[config.mk]
export PLATFORM = sky130hd
export DESIGN_NAME = alu_multicycle
export DESIGN_NICKNAME = d
export VERILOG_FILES = /design/src/rtl/alu_multicycle.sv
export SDC_FILE = /design/constraint.sdc
export NUM_CORES = 1
export LEC_CHECK = 0
export ABC_AREA = 0
export CORE_UTILIZATION = 45
export CTS_CLUSTER_DIAMETER = 150
export DETAILED_ROUTE_END_ITERATION = 8
export DONT_BUFFER_PORTS = 1
export GPL_TIMING_DRIVEN = 0
export PLACE_DENSITY_LB_ADDON = 0.3
export SLEW_MARGIN = 20
export SYNTH_ARGS = -nofsm -noshare
export SYNTH_HDL_FRONTEND = slang
export SYNTH_SLANG_ARGS = --single-unit
[constraint.sdc]
create_clock -name i_clk -period 5.9 [get_ports i_clk]
set_input_delay 0.885 -clock i_clk [delete_from_list [all_inputs] [get_ports i_clk]]
set_output_delay 0.885 -clock i_clk [all_outputs]
set_load 0.1 [all_outputs]
[src/rtl/alu_multicycle.sv]
// alu_multicycle: execute-stage ALU with a single-cycle path for the logic,
// add/sub and compare codes, and an iterative shift-add multiplier that
// handles one multiplier bit per clock behind a start/busy/done handshake.
// Result and zero flag are registered and hold until the next completion.
//
// Build option: define MUL_EARLY_TERM_EN to stop a multiply once no set
// multiplier bits remain. A zero multiplier then completes in one cycle.
// Result values are identical with and without it.
//
// state   | meaning
// --------+------------------------------------------------------------
// ST_IDLE | ready; a start launches a 1-cycle op or loads the multiplier
// ST_MUL  | shift-add iteration in flight, busy asserted
module alu_multicycle #(
   parameter int WIDTH = 32
) (
   input  logic             i_clk,
   input  logic             i_reset,
   input  logic             i_start,
   input  logic [3:0]       i_alu_control,
   input  logic [WIDTH-1:0] i_a,
   input  logic [WIDTH-1:0] i_b,
   output logic [WIDTH-1:0] o_alu_result,
   output logic             o_zero,
   output logic             o_busy,
   output logic             o_done
);

   localparam logic [3:0] OP_AND = 4'd0;
   localparam logic [3:0] OP_OR  = 4'd1;
   localparam logic [3:0] OP_ADD = 4'd2;
   localparam logic [3:0] OP_MUL = 4'd3;
   localparam logic [3:0] OP_SUB = 4'd6;
   localparam logic [3:0] OP_SLT = 4'd7;

   typedef enum logic {
      ST_IDLE = 1'b0,
      ST_MUL  = 1'b1
   } state_t;

   state_t           r_state;
   state_t           w_next_state;

   logic [WIDTH-1:0] r_mcand;
   logic [WIDTH-1:0] r_mplier;
   logic [WIDTH-1:0] r_acc;
   logic [WIDTH-1:0] r_result;
   logic             r_zero;
   logic             r_done;

   logic [WIDTH-1:0] w_op_result;
   logic [WIDTH-1:0] w_step_sum;
   logic             w_accept;
   logic             w_is_mul;
   logic             w_mul_start;
   logic             w_mul_last;
   logic             w_mul_done;
   logic             w_single;
   logic             w_slt;

`ifndef MUL_EARLY_TERM_EN
   localparam int         CW       = $clog2(WIDTH);
   localparam logic [CW-1:0] CNT_LOAD = CW'(WIDTH - 1);
   // Iteration down-counter; the last iteration is the one seen at terminal count 0.
   logic [CW-1:0]    r_count;
`endif

   assign w_accept = (r_state == ST_IDLE) && i_start;
   assign w_is_mul = (i_alu_control == OP_MUL);
   assign w_slt    = ($signed(i_a) < $signed(i_b));

   // Only the low WIDTH product bits are kept, so the accumulator and the
   // shifted multiplicand can simply wrap at WIDTH bits.
   assign w_step_sum = r_acc + (r_mplier[0] ? r_mcand : '0);

`ifdef MUL_EARLY_TERM_EN
   assign w_mul_start = w_accept && w_is_mul && (i_b != '0);
   assign w_mul_last  = (r_mplier[WIDTH-1:1] == '0);
`else
   assign w_mul_start = w_accept && w_is_mul;
   assign w_mul_last  = (r_count == '0);
`endif

   assign w_mul_done = (r_state == ST_MUL) && w_mul_last;
   // Everything accepted that does not iterate (including a zero-multiplier
   // MUL in the early-terminating build) completes at the accepting edge.
   assign w_single   = w_accept && !w_mul_start;

   // Single-cycle operation result; a MUL only reaches here when its product is 0.
   always_comb begin
      w_op_result = '0;
      case (i_alu_control)
         OP_AND:  w_op_result = i_a & i_b;
         OP_OR:   w_op_result = i_a | i_b;
         OP_ADD:  w_op_result = i_a + i_b;
         OP_SUB:  w_op_result = i_a - i_b;
         OP_SLT:  w_op_result = {{(WIDTH-1){1'b0}}, w_slt};
         default: w_op_result = '0;
      endcase
   end

   // State register.
   always_ff @(posedge i_clk or posedge i_reset) begin
      if (i_reset) r_state <= ST_IDLE;
      else         r_state <= w_next_state;
   end

   // Next-state logic.
   always_comb begin
      w_next_state = r_state;
      case (r_state)
         ST_IDLE: if (w_mul_start) w_next_state = ST_MUL;
         ST_MUL:  if (w_mul_last)  w_next_state = ST_IDLE;
         default: w_next_state = ST_IDLE;
      endcase
   end

   // Operand capture, shift-add iteration and result/flag registers.
   always_ff @(posedge i_clk or posedge i_reset) begin
      if (i_reset) begin
         r_mcand  <= '0;
         r_mplier <= '0;
         r_acc    <= '0;
         r_result <= '0;
         r_zero   <= 1'b1;
         r_done   <= 1'b0;
`ifndef MUL_EARLY_TERM_EN
         r_count  <= '0;
`endif
      end else begin
         r_done <= w_single || w_mul_done;
         if (w_single) begin
            r_result <= w_op_result;
            r_zero   <= (w_op_result == '0);
         end
         if (w_mul_start) begin
            r_mcand  <= i_a;
            r_mplier <= i_b;
            r_acc    <= '0;
`ifndef MUL_EARLY_TERM_EN
            r_count  <= CNT_LOAD;
`endif
         end else if (r_state == ST_MUL) begin
            r_acc    <= w_step_sum;
            r_mcand  <= r_mcand << 1;
            r_mplier <= r_mplier >> 1;
`ifndef MUL_EARLY_TERM_EN
            r_count  <= r_count - CW'(1);
`endif
            if (w_mul_last) begin
               r_result <= w_step_sum;
               r_zero   <= (w_step_sum == '0);
            end
         end
      end
   end

   assign o_alu_result = r_result;
   assign o_zero       = r_zero;
   assign o_busy       = (r_state == ST_MUL);
   assign o_done       = r_done;

endmodule

==> Yosys cells after proc, flatten, opt, wreduce, memory -nomap -nowiden <==
Index checks and enable logic that the tools add are counted.
W data, S select, Z words.
{ "word_totals": {"output_inout_bits": 35, "wordCells": 53, "input_bits": 71, "regBits": 136} }
{ "op_classes": {"bitwise_logic": 3, "n_lt_le_gt_ge": 1, "reduce_logical": 11, "eq_ne": 5, "n_addsub": 4, "n_mux": 21} }
{ "op_table": {"columns": ["cell", "n"], "rows": [
  ["$mux W32", 11],
  ["$pmux W32 S5", 1],
  ["$add A32 B32 Y32", 2],
  ["$logic_not A32 Y1", 2],
  ["$and A32 B32 Y32", 1],
  ["$lt A32 B32 Y1", 1],
  ["$or A32 B32 Y32", 1],
  ["$sub A32 B32 Y32", 1],
  ["$mux W5", 2],
  ["$eq A4 B2 Y1 const B", 2],
  ["$eq A4 B3 Y1 const B", 2],
  ["$mux W1", 6],
  ["$logic_not A5 Y1", 1],
  ["$sub A5 B1 Y5 const B", 1],
  ["$eq A4 B1 Y1 const B", 1],
  ["$logic_and A1 B1 Y1", 4],
  ["$logic_not A4 Y1", 1],
  ["$pmux W1 S2", 1],
  ["$reduce_bool A2 Y1", 1],
  ["$logic_not A1 Y1", 1],
  ["$logic_or A1 B1 Y1", 1],
  ["$not A1 Y1", 1]
]} }

==> Logic depth before layout (Yosys ltp) <==
{ "depth": {"depth_word": 9, "mapped_depth": 16, "depth_no_buf": 15} }

==> Worst setup path before layout <==
OpenSTA, ideal clock, no wires.
{ "synth_path": {"path_kind": "input to register", "from": "in i_a[0]", "to": "reg r_zero, in the netlist o_zero", "slack_ns": 2.041, "arrival_ns": 3.799, "n_path_buf": 0, "path_stages": 15, "required_ns": 5.840, "setup_ns": 0.060, "cell_sequence": "inv_1 > ha_1 > fa_1 > or2_1 > a211o_1 > a211oi_2 > nor2_1 > a221o_1 > a22oi_2 > o2111a_1 > nand4b_1 > nor4_2 > nand4b_1 > nor3_1 > o22a_1"} }
{ "synth_between": {"elab_chain_len": 7, "elab_cells_between_ends": 11, "cone_classes": "2 x add/sub; 1 x order compare; 5 x mux; 2 x bitwise; 1 x reduce/logical"} }
{ "synth_rtl": {"columns": ["item", "line_no", "text"], "rows": [
  ["start, declared", "21", "input logic [WIDTH-1:0] i_a,"],
  ["$sub A32 B32 Y32, or another cell as far along", "96", "OP_SUB: w_op_result = i_a - i_b;"],
  ["$pmux W32 S5 (*)", "92", "case (i_alu_control)"],
  ["$logic_not A32 Y1 (*)", "134", "r_zero <= (w_op_result == '0);"],
  ["$mux W1 (*)", "132", "if (w_single) begin"],
  ["$mux W1", "150", "if (w_mul_last) begin"],
  ["$mux W1", "143", "end else if (r_state == ST_MUL) begin"],
  ["$mux W1 (*)", "136", "if (w_mul_start) begin"],
  ["end signal, assigned", "134", null],
  ["end signal, assigned", "152", "r_zero <= (w_step_sum == '0);"],
  ["end, declared", "48", "logic r_zero;"]
]} }
Every way passes the cells marked *; elsewhere a longest branch is shown, timed or not.
A chain may end at the register's enable or synchronous reset.

==> Worst setup path after layout <==
Same ends and word-level chain as after synthesis.

==> metrics <==
status completed; Least-Margin Pin Slew 1.07 ns; number of enable flip-flop cells after synthesis 0; via count of the first global-routing pass approximately 12000; half-perimeter wire length after placement 37.8 mm; Tot GR Track Use 32.7%; first-pass GRT wire length 72.4 mm; final-report setup violation count 0; height of the chip 172 um; number of iterations in the first detailed-routing pass 6; buffer count from post-CTS setup fixing 0; clock transition time at the flip-flop clock pins of the worst setup and hold paths 0.06 ns; Final Hold Vio Count 0; number of cell rows 62; final global-route overflow total 0; pin count of the biggest net entering global routing 99; I/O Buffers 0; worst setup timing slack at the placement stage 1.34 ns; Max Cap Viol 0; TritonCTS sink count roughly 140; total nets after synthesis 1880; die outline width 172 um; root cell of the clock tree sky130_fd_sc_hd__clkbuf_16; floorplan die area about 30000 um^2; peak ir drop on the vdd network 0.224 mV; Initial Util 45.6%; share of flip-flops with an asynchronous set or reset after synthesis 100%; library cell with the largest summed area after synthesis sky130_fd_sc_hd__dfrtp_1; proportion of netlist area held by the largest area contributor 25.9%; Routed wire per std cell 22.9 um; wire length reported by the detailed router 48.0 mm; f_max 0.234 GHz; relative slew slack 28.8%; synthesized flop and latch total between 100 and 150; synthesis-to-finish area growth 8.46%; antenna violations before repair 0; Critical Path Slowest Stage Cell sky130_fd_sc_hd__a211oi_1; sequential-to-total area share from yosys stat 26.1%; cell leakage power 0.00655 uW; worst setup path category input port to register; synthesized cell area 13100 um^2; capturing element type of the critical path register; fin crit period roughly 4.3 ns; top cells by area in the synthesized netlist sky130_fd_sc_hd__dfrtp_1, sky130_fd_sc_hd__ha_1, sky130_fd_sc_hd__nand2_1; final slew viol count 0; post-detailed-placement cell area 13600 um^2; number of H-tree levels 4; worst path cell trace ha_1 > inv_1 > fa_1 > nand2b_1 > a21oi_2 > nand4_1 > nand3_1 > a21oi_1 > o41ai_1 > mux2i_1 > a211oi_1 > and2_1 > nand4b_1 > nor3_1 > o22a_1; power density of the placed cells 316 nW/um^2; Netlist cell types 95; count of hold-fix buffers inserted at cts 0; initial detailed-routing violation count 1352; fillcell total 2874; GPL Wtd Cong 0.951; final worst-path cycle share 72.5%; RSZ-0062 raised after global routing false; delay of the slowest cell on the worst path 0.65 ns; count of yosys warnings during synthesis 0; Inserted Diodes 0; syn avg cell area 7.80 um^2; I/O Pins approximately 110; mean number of vias per cell around 6.3; vias post-DR approximately 13000; number of logic stages on the critical path including buffering 15; cts repair resizes 0; Clk Latency, worst-skew pair 0.44 ns; Net count, final 1901; CTS tree built; CTS buffer count 17; final non-filler cell area 14200 um^2; Arr. time, crit path about 4.7 ns; type of the worst min-delay path input port to asynchronous set/reset pin; type of element launching the critical path input port; ratio of cells with drive above 1 in the final layout 6.09%; gate count after technology mapping between 1500 and 2000; Std-Cell Core Area about 29000 um^2; number of cells on the worst reg-to-reg path 15; Worst path top cell family by delay compound AO/OA/AOI/OAI gates; CP max FO 5; DRC violations left 0; worst setup skew after layout between 0.009 and 0.01 ns; Post-synth top flop sky130_fd_sc_hd__dfrtp_1; post-route setup slack 1.62 ns; sum of buffers and inverters on the critical path 1; ANT nets after route 0; maximum count of clock buffers along a single path 2; required time worst endpoint 6.29 ns; Register-to-Register Setup Slack between 1.5 and 2 ns
cell usage after synthesis (28+ instances only):
master / count
sky130_fd_sc_hd__a22oi_1: 64
sky130_fd_sc_hd__a21oi_1: 112
sky130_fd_sc_hd__clkbuf_1: 60
sky130_fd_sc_hd__o22ai_1: 28
sky130_fd_sc_hd__inv_1: 128
sky130_fd_sc_hd__mux2i_1: 35
sky130_fd_sc_hd__and2_1: 46
sky130_fd_sc_hd__dfrtp_1: 135
sky130_fd_sc_hd__nand2_1: 293
sky130_fd_sc_hd__o21ai_0: 78
sky130_fd_sc_hd__ha_1: 131
sky130_fd_sc_hd__nor2_1: 99
report_power, final:
part	internal [uW]	total (uW)	switching, uW
clock network	592	1080	490
logic	548	1530	984
registers	1200	1870	667
layout make-up:
class	instances	area, um^2	area share [%]
buffer	94	463	3.27
clock buffer	18	429	3.03
clock inverter	14	140	0.989
inverter	129	492	3.47
multi-input combinational	1316	8720	61.6
sequential	136	3400	24.0
tap	384	480	3.39
timing repair buffer	2	32.5	0.230
cells by family (layout without fill, tap and decap cells):
logic type / after synthesis / after routing / synth area share, %
xor+xnor: 33 / 33 / 2.21
compound gates: 519 / 519 / 27.4
mux: 35 / 35 / 2.68
fa+ha+maj: 134 / 134 / 13.0
buf+inv: 223 / 257 / 7.25
simple gates: 595 / 595 / 21.4
flops: 136 / 136 / 26.1
placed cells by master (no fill, tap or decap), types with 18 or more instances in the layout:
| cell | netlist | layout |
|---|---|---|
| sky130_fd_sc_hd__clkbuf_1 | 60 | 61 |
| sky130_fd_sc_hd__a31oi_1 | 19 | 19 |
| sky130_fd_sc_hd__buf_2 | 17 | 18 |
| sky130_fd_sc_hd__nor2_1 | 99 | 98 |
| sky130_fd_sc_hd__o21ai_0 | 78 | 78 |
| sky130_fd_sc_hd__a211oi_1 | 19 | 19 |
| sky130_fd_sc_hd__a21o_1 | 21 | 21 |
| sky130_fd_sc_hd__a21oi_1 | 112 | 112 |
| sky130_fd_sc_hd__o22ai_1 | 28 | 28 |
| sky130_fd_sc_hd__dfrtp_1 | 135 | 135 |
| sky130_fd_sc_hd__nand3_1 | 25 | 25 |
| sky130_fd_sc_hd__ha_1 | 131 | 131 |
| sky130_fd_sc_hd__nor3_1 | 21 | 21 |
| sky130_fd_sc_hd__mux2i_1 | 35 | 35 |
| sky130_fd_sc_hd__a22oi_1 | 64 | 64 |
| sky130_fd_sc_hd__inv_1 | 128 | 127 |
| sky130_fd_sc_hd__nand2_1 | 293 | 293 |
| sky130_fd_sc_hd__and2_1 | 46 | 46 |
| sky130_fd_sc_hd__xnor2_1 | 21 | 21 |
layer usage:
layer / track usage (%) / up-vias / wire (um)
met1: 43.9 / 6376 / 20700
met4: 13.0 / 0 / 1780
met3: 5.63 / 102 / 3900
li1: - / 6054 / -
met2: 52.0 / 554 / 21600
met5: 0 / - / 0
metrics by stage:
step | setup TNS [ns] | total power [uW] | hold slack [ns] | utilization [%] | instances
6_report | 0 | 4480 | 0.262 | 49.5 | 2093
5_1_grt | 0 | 4730 | 0.282 | 49.5 | 2093
4_1_cts | 0 | 4470 | 0.266 | 49.5 | 2093
3_5_place_dp | 0 | 3380 | 0.464 | 47.5 | 2061
3_3_place_gp | -46.10 | 3340 | 0.460 | 47.3 | 2059
2_1_floorplan | 0 | 2910 | 0.446 | - | 1675
registers in the layout (all words and copies together) (netlist names):
name / flops
o_zero: 1
r_count: 5
o_done: 1
r_mplier: 32
o_busy: 1
o_alu_result: 32
r_acc: 32
r_mcand: 32
final timing paths:
path,startpoint,to
max in group asynchronous,i_reset,o_zero
max,i_a[0],o_zero
min reg2reg,r_mplier[2],r_mplier[2]
max reg2reg,r_mplier[0],o_zero
min,i_reset,r_acc[7]
min in group i_clk,r_mplier[2],r_mplier[2]
(Power assumes the default switching activity.)
